### config.mk
export PLATFORM = sky130hd
export DESIGN_NAME = rv_lsu
export DESIGN_NICKNAME = d
export VERILOG_FILES = /design/src/rtl/rv_lsu_pkg.sv /design/src/rtl/rv_lsu_align.sv /design/src/rtl/rv_lsu.sv
export SDC_FILE = /design/constraint.sdc
export NUM_CORES = 1
export LEC_CHECK = 0
export ABC_AREA = 1
export CORE_AREA = 2 2 71 73
export DETAILED_ROUTE_END_ITERATION = 10
export DIE_AREA = 0 0 73 75
export DONT_BUFFER_PORTS = 1
export PLACE_DENSITY_LB_ADDON = 0.2
export SLEW_MARGIN = 40
export SYNTH_ARGS = -nofsm -noshare
export SYNTH_HDL_FRONTEND = slang
export SYNTH_HIERARCHICAL = 1
export SYNTH_SLANG_ARGS = --single-unit
export TNS_END_PERCENT = 5
### constraint.sdc
create_clock -name vclk -period 0.8
set_input_delay 0.04 -clock vclk [all_inputs]
set_output_delay 0.04 -clock vclk [all_outputs]
set_load 0.1 [all_outputs]
### src/rtl/rv_lsu_pkg.sv
// Shared types and encodings for the rv32i load/store unit (rv_lsu).
// Latency: n/a (package only).
// Backpressure: n/a (package only).
package rv_lsu_pkg;

    localparam int XLEN       = 32;
    localparam int DMEM_A_BIT = 8;

    // dmem byte-control encodings (match the load funct3 values)
    localparam logic [2:0] DMEM_BYTECTRL_BYTE  = 3'b000;
    localparam logic [2:0] DMEM_BYTECTRL_HALF  = 3'b001;
    localparam logic [2:0] DMEM_BYTECTRL_WORD  = 3'b010;
    localparam logic [2:0] DMEM_BYTECTRL_BYTEU = 3'b100;
    localparam logic [2:0] DMEM_BYTECTRL_HALFU = 3'b101;

    // RISC-V funct3 encodings for loads and stores
    localparam logic [2:0] LSU_F3_LB  = 3'b000;
    localparam logic [2:0] LSU_F3_LH  = 3'b001;
    localparam logic [2:0] LSU_F3_LW  = 3'b010;
    localparam logic [2:0] LSU_F3_LBU = 3'b100;
    localparam logic [2:0] LSU_F3_LHU = 3'b101;
    localparam logic [2:0] LSU_F3_SB  = 3'b000;
    localparam logic [2:0] LSU_F3_SH  = 3'b001;
    localparam logic [2:0] LSU_F3_SW  = 3'b010;

    // Split-access FSM states
    typedef enum logic {
        LSU_ST_IDLE   = 1'b0,
        LSU_ST_SPLIT2 = 1'b1
    } lsu_st_t;

    // Access classification by size and byte offset
    typedef enum logic [1:0] {
        ACC_ALIGNED = 2'd0,
        ACC_INWORD  = 2'd1,
        ACC_CROSS   = 2'd2
    } acc_cls_t;

    // Bytes always fit; halves at off 1 stay in the word, at off 3 they cross;
    // words (and unused size code 11) cross at any non-zero offset.
    function automatic acc_cls_t lsu_classify(input logic [2:0] funct3, input logic [1:0] off);
        acc_cls_t cls;
        cls = ACC_ALIGNED;
        case (funct3[1:0])
            2'b00: cls = ACC_ALIGNED;
            2'b01: begin
                if (off == 2'b01)      cls = ACC_INWORD;
                else if (off == 2'b11) cls = ACC_CROSS;
                else                   cls = ACC_ALIGNED;
            end
            default: cls = (off == 2'b00) ? ACC_ALIGNED : ACC_CROSS;
        endcase
        return cls;
    endfunction

    // Aligned accesses let dmem do its own lane select and extension
    function automatic logic [2:0] lsu_bytectrl(input logic [2:0] funct3);
        logic [2:0] bc;
        case (funct3)
            LSU_F3_LB:  bc = DMEM_BYTECTRL_BYTE;
            LSU_F3_LH:  bc = DMEM_BYTECTRL_HALF;
            LSU_F3_LBU: bc = DMEM_BYTECTRL_BYTEU;
            LSU_F3_LHU: bc = DMEM_BYTECTRL_HALFU;
            default:    bc = DMEM_BYTECTRL_WORD;
        endcase
        return bc;
    endfunction

endpackage

### src/rtl/rv_lsu_align.sv
// Byte-lane merge (store) and extract/extend (load) for misaligned accesses.
// Latency: purely combinational.
// Backpressure: none; follows the caller's phase input.
module rv_lsu_align
    import rv_lsu_pkg::*;
(
    input  logic [1:0]      off,
    input  logic [2:0]      funct3,
    input  logic [XLEN-1:0] wd,
    input  logic [XLEN-1:0] word,
    input  logic [XLEN-1:0] lo_q,
    input  logic            phase,
    output logic [XLEN-1:0] wr_word,
    output logic [XLEN-1:0] ld_val
);

    logic [4:0]        sh;
    logic [XLEN-1:0]   size_mask;
    logic [2*XLEN-1:0] lane_mask;
    logic [2*XLEN-1:0] ins;
    logic [2*XLEN-1:0] cat;
    logic [XLEN-1:0]   lane;
    logic [XLEN-1:0]   raw;

    assign sh = {off, 3'b000};

    // Treat the two touched words as one 64-bit window: phase 0 owns the low
    // word, phase 1 the high word, so one shift serves both split halves.
    always_comb begin
        case (funct3[1:0])
            2'b00:   size_mask = 32'h0000_00FF;
            2'b01:   size_mask = 32'h0000_FFFF;
            default: size_mask = 32'hFFFF_FFFF;
        endcase
        lane_mask = {{XLEN{1'b0}}, size_mask} << sh;
        ins       = {{XLEN{1'b0}}, wd & size_mask} << sh;
        lane      = phase ? lane_mask[2*XLEN-1:XLEN] : lane_mask[XLEN-1:0];
        wr_word   = (word & ~lane) | (phase ? ins[2*XLEN-1:XLEN] : ins[XLEN-1:0]);

        cat = phase ? {word, lo_q} : {{XLEN{1'b0}}, word};
        raw = cat[sh +: XLEN];
        case (funct3)
            LSU_F3_LB:  ld_val = {{24{raw[7]}}, raw[7:0]};
            LSU_F3_LBU: ld_val = {24'b0, raw[7:0]};
            LSU_F3_LH:  ld_val = {{16{raw[15]}}, raw[15:0]};
            LSU_F3_LHU: ld_val = {16'b0, raw[15:0]};
            default:    ld_val = raw;
        endcase
    end

endmodule

### src/rtl/rv_lsu.sv
// MEM-stage load/store unit driving rv_dmem; LSU_MISALIGN_SPLIT_EN builds the split FSM, else misaligned accesses trap.
// Latency: aligned/inword results combinational in the request cycle; word-crossing accesses take 2 cycles.
// Backpressure: o_lsu_stall high for the first cycle of a crossing access; upstream holds its inputs meanwhile.
module rv_lsu
    import rv_lsu_pkg::*;
(
    input  logic                  i_lsu_clk,
    input  logic                  i_lsu_rstn,
    input  logic                  i_lsu_valid,
    input  logic                  i_lsu_we,
    input  logic [2:0]            i_lsu_funct3,
    input  logic [XLEN-1:0]       i_lsu_addr,
    input  logic [XLEN-1:0]       i_lsu_wd,
    output logic [XLEN-1:0]       o_lsu_rd,
    output logic                  o_lsu_stall,
    output logic                  o_lsu_misalign,
    output logic [DMEM_A_BIT-1:0] o_lsu_dmem_a,
    output logic [XLEN-1:0]       o_lsu_dmem_wd,
    output logic                  o_lsu_dmem_we,
    output logic [2:0]            o_lsu_dmem_bytectrl,
    input  logic [XLEN-1:0]       i_lsu_dmem_rd
);

    logic [1:0]            off;
    logic [DMEM_A_BIT-1:0] a_byte;
    acc_cls_t              cls;

    assign off    = i_lsu_addr[1:0];
    assign a_byte = i_lsu_addr[DMEM_A_BIT-1:0];
    assign cls    = lsu_classify(i_lsu_funct3, off);

`ifdef LSU_MISALIGN_SPLIT_EN

    localparam logic [DMEM_A_BIT-3:0] WIDX_ONE = 1;

    lsu_st_t               state;
    logic [XLEN-1:0]       lo_q;
    logic [DMEM_A_BIT-1:0] w0;
    logic [DMEM_A_BIT-1:0] w1;
    logic                  phase;
    logic [XLEN-1:0]       wr_word;
    logic [XLEN-1:0]       ld_val;
    logic                  unused_addr;

    // Upper address bits lie outside dmem and are ignored
    assign unused_addr = ^i_lsu_addr[XLEN-1:DMEM_A_BIT];

    // w1 wraps inside dmem, so the last word is followed by word 0
    assign w0    = {a_byte[DMEM_A_BIT-1:2], 2'b00};
    assign w1    = {a_byte[DMEM_A_BIT-1:2] + WIDX_ONE, 2'b00};
    assign phase = (state == LSU_ST_SPLIT2);

    assign o_lsu_misalign = 1'b0;

    rv_lsu_align u_align (
        .off     (off),
        .funct3  (i_lsu_funct3),
        .wd      (i_lsu_wd),
        .word    (i_lsu_dmem_rd),
        .lo_q    (lo_q),
        .phase   (phase),
        .wr_word (wr_word),
        .ld_val  (ld_val)
    );

    // Split FSM: a crossing request parks the low word and moves to SPLIT2 for exactly one cycle
    always_ff @(posedge i_lsu_clk) begin
        if (!i_lsu_rstn) begin
            state <= LSU_ST_IDLE;
            lo_q  <= '0;
        end else begin
            case (state)
                LSU_ST_IDLE: begin
                    if (i_lsu_valid && (cls == ACC_CROSS)) begin
                        if (!i_lsu_we) lo_q <= i_lsu_dmem_rd;
                        state <= LSU_ST_SPLIT2;
                    end
                end
                default: state <= LSU_ST_IDLE;
            endcase
        end
    end

    // dmem muxing: SPLIT2 always targets w1; IDLE targets addr (aligned) or w0 (inword / first half)
    always_comb begin
        o_lsu_dmem_a        = a_byte;
        o_lsu_dmem_wd       = i_lsu_wd;
        o_lsu_dmem_we       = 1'b0;
        o_lsu_dmem_bytectrl = lsu_bytectrl(i_lsu_funct3);
        o_lsu_rd            = '0;
        o_lsu_stall         = 1'b0;
        if (state == LSU_ST_SPLIT2) begin
            o_lsu_dmem_a        = w1;
            o_lsu_dmem_bytectrl = DMEM_BYTECTRL_WORD;
            o_lsu_dmem_wd       = wr_word;
            if (i_lsu_valid) begin
                o_lsu_dmem_we = i_lsu_we;
                o_lsu_rd      = ld_val;
            end
        end else if (i_lsu_valid) begin
            case (cls)
                ACC_ALIGNED: begin
                    o_lsu_dmem_we = i_lsu_we;
                    o_lsu_rd      = i_lsu_dmem_rd;
                end
                ACC_INWORD: begin
                    o_lsu_dmem_a        = w0;
                    o_lsu_dmem_bytectrl = DMEM_BYTECTRL_WORD;
                    o_lsu_dmem_wd       = wr_word;
                    o_lsu_dmem_we       = i_lsu_we;
                    o_lsu_rd            = ld_val;
                end
                default: begin
                    o_lsu_dmem_a        = w0;
                    o_lsu_dmem_bytectrl = DMEM_BYTECTRL_WORD;
                    o_lsu_dmem_wd       = wr_word;
                    o_lsu_dmem_we       = i_lsu_we;
                    o_lsu_stall         = 1'b1;
                end
            endcase
        end
        if (!i_lsu_rstn) begin
            o_lsu_dmem_we = 1'b0;
            o_lsu_stall   = 1'b0;
            o_lsu_rd      = '0;
        end
    end

`else

    logic unused_in;

    // Clock and upper address bits have no use without the split FSM
    assign unused_in = ^{i_lsu_addr[XLEN-1:DMEM_A_BIT], i_lsu_clk};

    assign o_lsu_stall = 1'b0;

    // Aligned pass-through; anything misaligned is flagged for the trap logic and suppressed
    always_comb begin
        o_lsu_dmem_a        = a_byte;
        o_lsu_dmem_wd       = i_lsu_wd;
        o_lsu_dmem_we       = 1'b0;
        o_lsu_dmem_bytectrl = lsu_bytectrl(i_lsu_funct3);
        o_lsu_rd            = '0;
        o_lsu_misalign      = 1'b0;
        if (i_lsu_valid) begin
            if (cls == ACC_ALIGNED) begin
                o_lsu_dmem_we = i_lsu_we;
                o_lsu_rd      = i_lsu_dmem_rd;
            end else begin
                o_lsu_misalign = 1'b1;
            end
        end
        if (!i_lsu_rstn) begin
            o_lsu_dmem_we  = 1'b0;
            o_lsu_misalign = 1'b0;
            o_lsu_rd       = '0;
        end
    end

`endif

endmodule

======== Yosys cells after proc, flatten, opt, wreduce, memory -nomap -nowiden ========
Index checks and enable logic that the tools add are counted.
storage, ports and cells
  register bits after elaboration ......... 0
  input port bits ......................... 103
  output and inout bits ................... 78
  word-level logic and storage cells ...... 24
operators by class
  eq/ne operators ......................... 6
  mux-type cells .......................... 14
  reduce and logical (&&, ||, !) cells .... 4
operator list
  cell                                                              count
  32-bit two-way mux                                                3
  3-bit case mux with 4 select lines                                1
  3-bit == test (second input constant)                             2
  2-bit logical NOT                                                 3
  1-bit two-way mux                                                 6
  2-bit two-way mux                                                 3
  2-bit by 1-bit == test with 1-bit output (second input constant)  2
  2-bit case mux with 2 select lines                                1
  3-bit by 1-bit == test with 1-bit output (second input constant)  1
  3-bit logical NOT                                                 1
  2-bit == test (second input constant)                             1

======== Longest topological paths before layout ========
Gate-level depths: netlist of run 1.
  depth in word-level cells ............... 8
  depth in mapped cells ................... 4
  gate-level depth less buffers ........... 4

======== Worst setup path after synthesis of run 1 ========
No wires, ideal clock.
  kind .................................... input port to output port
  start point ............................. input i_lsu_rstn
  end point ............................... output o_lsu_rd[10]
  arrival ................................. 1.877 ns
  data required time ...................... 0.760 ns
  slack ................................... -1.117 ns
  stages .................................. 4
  path buffers ............................ 2
  cells stage by stage .................... buf_2 -> buf_4 -> nand3_1 -> a21oi_1
between the ends
  word-level cells in the longest chain between the ends .. 1
RTL lines
  what                line           source
  from (decl)         rv_lsu.sv:8    input logic i_lsu_rstn,
  32-bit two-way mux  rv_lsu.sv:154  if (!i_lsu_rstn) begin
  to (decl)           rv_lsu.sv:14   output logic [XLEN-1:0] o_lsu_rd,
No other way between the ends.

======== Worst setup path in the final report of run 1 ========
  start point ............................. input i_lsu_addr[1]
  end point ............................... output o_lsu_rd[18]
between the ends
  word-level cells in the longest chain between the ends .. 8
  elaborated cells on any way between the ends .. 11
  classes of those cells .................. eq/ne: 2; mux: 7; reduce/logical: 2
RTL lines
  what                                    line              source
  from (decl)                             rv_lsu.sv:12      input logic [XLEN-1:0] i_lsu_addr,
  2-bit == test                           rv_lsu_pkg.sv:48  else if (off == 2'b11) cls = ACC_CROSS;
  2-bit two-way mux                       rv_lsu_pkg.sv:48
  2-bit two-way mux                       rv_lsu_pkg.sv:47  if (off == 2'b01) cls = ACC_INWORD;
  2-bit case mux with 2 select lines (*)  rv_lsu_pkg.sv:44  case (funct3[1:0])
  2-bit logical NOT (*)                   rv_lsu.sv:147     if (cls == ACC_ALIGNED) begin
  32-bit two-way mux (*)                  rv_lsu.sv:147
  32-bit two-way mux (*)                  rv_lsu.sv:146     if (i_lsu_valid) begin
  32-bit two-way mux (*)                  rv_lsu.sv:154
Mark *: on every way between the ends. The rest lies on a longest branch, timed or not.

==> results of run 1 <==
==> worst max-delay path by stage <==
stage	start	endpoint	slack, ps	cells after the start
2_1_floorplan	i_lsu_addr[1]	o_lsu_rd[10]	-180	4
3_3_place_gp	i_lsu_addr[1]	o_lsu_rd[18]	40	5
3_5_place_dp	i_lsu_addr[1]	o_lsu_rd[18]	30	5
4_1_cts	i_lsu_addr[1]	o_lsu_rd[18]	30	5
5_1_grt	i_lsu_addr[1]	o_lsu_rd[29]	0.9	5
6_report	i_lsu_addr[1]	o_lsu_rd[18]	30	5
==> area by class of cell <==
type                       count  area [um^2]  share of cell area, %
inverter                       4         22.5                   1.23
multi-input combinational     75          947                   51.5
tap                           54         67.6                   3.68
timing repair buffer          40          801                   43.6
==> cell usage after synthesis <==
cell type  count
conb_1         1
inv_1          3
nand2_1        2
buf_6          6
nand2_2        2
buf_4         45
buf_2          4
a21oi_1       29
nand2_4        1
clkbuf_1       1
nand3_1       33
nor2_1         3
a21oi_2        4
inv_2          1
==> power by group through the flow <==
stage	combinational, mW	clock, mW	sequential (mW)
2_1_floorplan	1.97	0	0
3_3_place_gp	1.16	0	0
3_5_place_dp	1.17	0	0
4_1_cts	1.17	0	0
5_1_grt	1.20	0	0
6_report	1.16	0	0
==> stage by stage <==
step	cells	worst slack (ps)	total power, mW
2_1_floorplan	135	-177	1.97
3_3_place_gp	173	37.2	1.16
3_5_place_dp	173	27.7	1.17
4_1_cts	173	28.1	1.17
5_1_grt	173	0.858	1.20
6_report	173	30.7	1.16
==> cells by family after synthesis <==
kind of cell / Yosys count
AO/OA/AOI/OAI: 33
buffers and inverters: 60
other: 1
AND/OR/NAND/NOR: 41
==> metal layers <==
metal  wire length, um  GRT usage (%)  vias up
li1                  -              -      378
met1               962           11.8      392
met3               426           4.95        6
met4                13          0.823        0
met2              1560           18.8       87
met5                 0              0        -
==> worst max-delay path: cells and delay by family <==
family	cells	cell delay, ps
buffers and inverters	2	370
AOI/OAI and AO/OA	1	190
and+or+nand+nor	2	120
==> impl_metrics.tcl, run 1 <==
set metrics [dict create \
    synth-simple-area-share_pct 24.9 \
    seq_cells 0 \
    drc 0 \
    ys_types 14 \
    p_leak_nw 0.530 \
    holdCritStartpoint "i_lsu_wd[5]" \
    worstPathArrival_ps 730 \
    powerDensity_mw_per_mm2 632 \
    crit_type "input port to primary output" \
    place_area_mm2 0.00184 \
    utilization_pct 39.4 \
    fp-row-count 25 \
    gp_congestion 0.673 \
    wl_per_cell_um 17.1 \
    min_to "o_lsu_dmem_wd[5]" \
    dr.pass1.iters 3 \
    layout-drive-gt1-share_pct 94.1 \
    synth_top_area_cell "buf_4" \
    dr.first_iter.drc_count 8 \
    grt.total_usage_pct 10.5 \
    via_per_inst 4.99 \
    maxCapViolCount 0 \
    layout_commonest_cell "buf_12" \
    grt_overflow_total 0 \
    antenna_found_initial 0 \
    post_cts_resized 0 \
    ys_top_cells_by_area "buf_4 40%, nand3_1 20%, a21oi_1 17%, buf_6 8.1%, a21oi_2 4.2%" \
    start_util_pct 17.9 \
    synthCells 135 \
    grt_max_degree 35 \
    rsz0062_at_grt "no" \
    synth-xor-area-share_pct 0 \
    dp_hpwl_um 2380 \
    port_buffers 0 \
    start_kind "input port" \
    cp.required_ps 760 \
    ant_nets 0 \
    grt_pass1_vias 901 \
    hold_depth 0 \
    p_seq_share_pct 0 \
    syn_area_um2 836 \
    p_int_mw 0.389 \
    clock_buffers 0 \
    path_cells "nand2_8 > nand2_8 > buf_12 > a21oi_4 > buf_12" \
    grt_pass1_wl_um 4700 \
    die-area_mm2 0.00548 \
    clockPowerShare_pct 0 \
    maxSlewViolCount 0 \
    synth_top_area_share_pct 40.4 \
    whs_ps 80.0 \
    finalHoldViolations 0 \
    critPathCaptureType "primary output" \
    synth_top_family_by_area "buffers and inverters" \
    switchingPower_mw 0.772 \
    status "completed" \
    vias 863 \
    setup_tns_ps 0 \
    seq_area_frac_synth_pct 0 \
    fin_nets 224 \
    sw_frac_of_total_pct 66.5 \
    seq_area_um2 0 \
    synth_compound_area_share_pct 21.6 \
    postCtsSetupBuffers 0 \
    boundaryPins 181 \
    dieWidth_um 73 \
    period_needed_ps 769 \
    max_stage_delay_ps 190 \
    yosys-mux-area-fraction_pct 0 \
    synth_warnings 6 \
    avgSynthCellArea_um2 6.19 \
    diodes 0 \
    hold_class "input port to primary output" \
    crit_slowest_cell "a21oi_4" \
    hold_buffers 0 \
    synthAdderAreaFrac_pct 0 \
    die_y_um 75 \
    peakVddDrop_mv 0.240 \
    syn_nets 238 \
    layout_common_cells "40 x buf_12, 33 x a21oi_4, 30 x nand3_2" \
    routed_wl_um 2960 \
    combPwrFrac_pct 100.0 \
    coreArea_mm2 0.00466 \
    syn2layout_area_growth_pct 120 \
    post-route-period-util_pct 96.2 \
    design_area_mm2 0.00184 \
    fmax_mhz 1300 \
    fill_cells 437 \
    path_max_fanout 17 \
    finalSetupViolations 0 \
]
Power figures use the tool's default switching activity.
==> run 2: changes to the inputs <==
--- a/config.mk
+++ b/config.mk
@@ -10,7 +10,7 @@
 export DETAILED_ROUTE_END_ITERATION = 10
 export DIE_AREA = 0 0 73 75
 export DONT_BUFFER_PORTS = 1
-export PLACE_DENSITY_LB_ADDON = 0.2
+export PLACE_DENSITY = 0.42
 export SLEW_MARGIN = 40
 export SYNTH_ARGS = -nofsm -noshare
 export SYNTH_HDL_FRONTEND = slang
==> run 2 against run 1 <==
Core utilization unchanged. Via count decreased by 0.58%. Global-route usage about the same. First-iteration DRC count increased by 130%. Final cell count unchanged. Clock-buffer cell count unchanged. Critical path depth unchanged. Fmax decreased by 0.48%. Final area unchanged. Non-clock buffer count unchanged. Combinational power about the same. Sequential cell count unchanged. Critical path type unchanged.
==> impl_metrics.tcl, run 2 (synthesis gave the netlist of run 1 again) <==
set metrics [dict create \
    dp.cells 173 \
    diodes 0 \
    die_y_um 75 \
    maxSlewViolCount 0 \
    final_cells 173 \
    critPathCaptureType "primary output" \
    ant_nets 0 \
    finalHoldViolations 0 \
    drc 0 \
    dr.first_iter.drc_count 18 \
    grt_pass1_wl_um 4690 \
    period_needed_ps 773 \
    status "completed" \
    coreArea_mm2 0.00466 \
    crit_start "i_lsu_addr[1]" \
    layout-drive-gt1-share_pct 94.1 \
    fp-row-count 25 \
    whs_ps 80.0 \
    start_kind "input port" \
    post_cts_resized 0 \
    syn2layout_area_growth_pct 120 \
    utilization_pct 39.4 \
    routed_wl_um 3090 \
    dr.pass1.iters 2 \
    hold_buffers 0 \
    boundaryPins 181 \
    worstPathArrival_ps 730 \
    dp_hpwl_um 2540 \
    multi_input_area_um2 947 \
    start_util_pct 17.9 \
    post-route-period-util_pct 96.6 \
    die-area_mm2 0.00548 \
    rsz0062_at_grt "no" \
    cp.required_ps 760 \
    postCtsSetupBuffers 0 \
    cp_top_family "buffers and inverters" \
    dieWidth_um 73 \
    peakVddDrop_mv 0.219 \
    finalSetupViolations 0 \
    total_power_mw 1.16 \
    holdCritStartpoint "i_lsu_addr[5]" \
    crit_slowest_cell "a21oi_4" \
    hold_class "input port to primary output" \
    layout_common_cells "40 x buf_12, 33 x a21oi_4, 30 x nand3_2" \
    layout_commonest_cell "buf_12" \
    wl_per_cell_um 17.9 \
    grt.total_usage_pct 10.5 \
    seq_cells 0 \
    max_stage_delay_ps 190 \
    p_leak_nw 0.530 \
    fin_nets 224 \
    clock_buffers 0 \
    grt_pass1_vias 888 \
    antenna_found_initial 0 \
    seq_area_um2 0 \
    fill_cells 439 \
    path_max_fanout 17 \
    via_per_inst 4.96 \
    path_cells "nand2_8 > nand2_8 > buf_12 > a21oi_4 > buf_12" \
    port_buffers 0 \
    fmax_mhz 1290 \
    maxCapViolCount 0 \
    grt_max_degree 35 \
    vias 858 \
    grt_overflow_total 0 \
    gp_congestion 0.710 \
    powerDensity_mw_per_mm2 634 \
    crit_type "input port to primary output" \
    critPathBufInv 2 \
]
run 2: cell counts in the layout (fill, tap and decap cells not counted):
Identical to the previous run, type by type.
run 2: report_power, final:
group	internal, mW	total [mW]	switching (mW)
clock	0	0	0
combinational	0.389	1.16	0.776
sequential	0	0	0
total	0.389	1.16	0.776
run 2: path summary, 6_finish.rpt:
path | end | slack, ps | cells after the start
setup / recovery | o_lsu_rd[22] | 30 | 5
hold / removal | o_lsu_dmem_a[5] | 80 | 0
run 2: metrics by stage:
step | cell area [um^2] | setup WS [ps] | setup TNS, ps
after global placement | 1840 | 26.8 | 0
after global routing | 1840 | 0.164 | 0
final | 1840 | 27.0 | 0
after floorplan | 1510 | -177 | -5900
after CTS | 1840 | 15.4 | 0
after detailed placement | 1840 | 15.1 | 0
run 2: cell type report:
cell class                 count  area share (%)
multi-input combinational     75            51.5
tap                           54            3.68
timing repair buffer          40            43.6
inverter                       4            1.23
run 2: routing by layer:
metal / GRT usage (%) / part of all wire, %
met4: 4.32 / 3.1
met1: 11.4 / 31
met2: 19.9 / 56
met3: 2.01 / 9.9
met5: 0 / 0
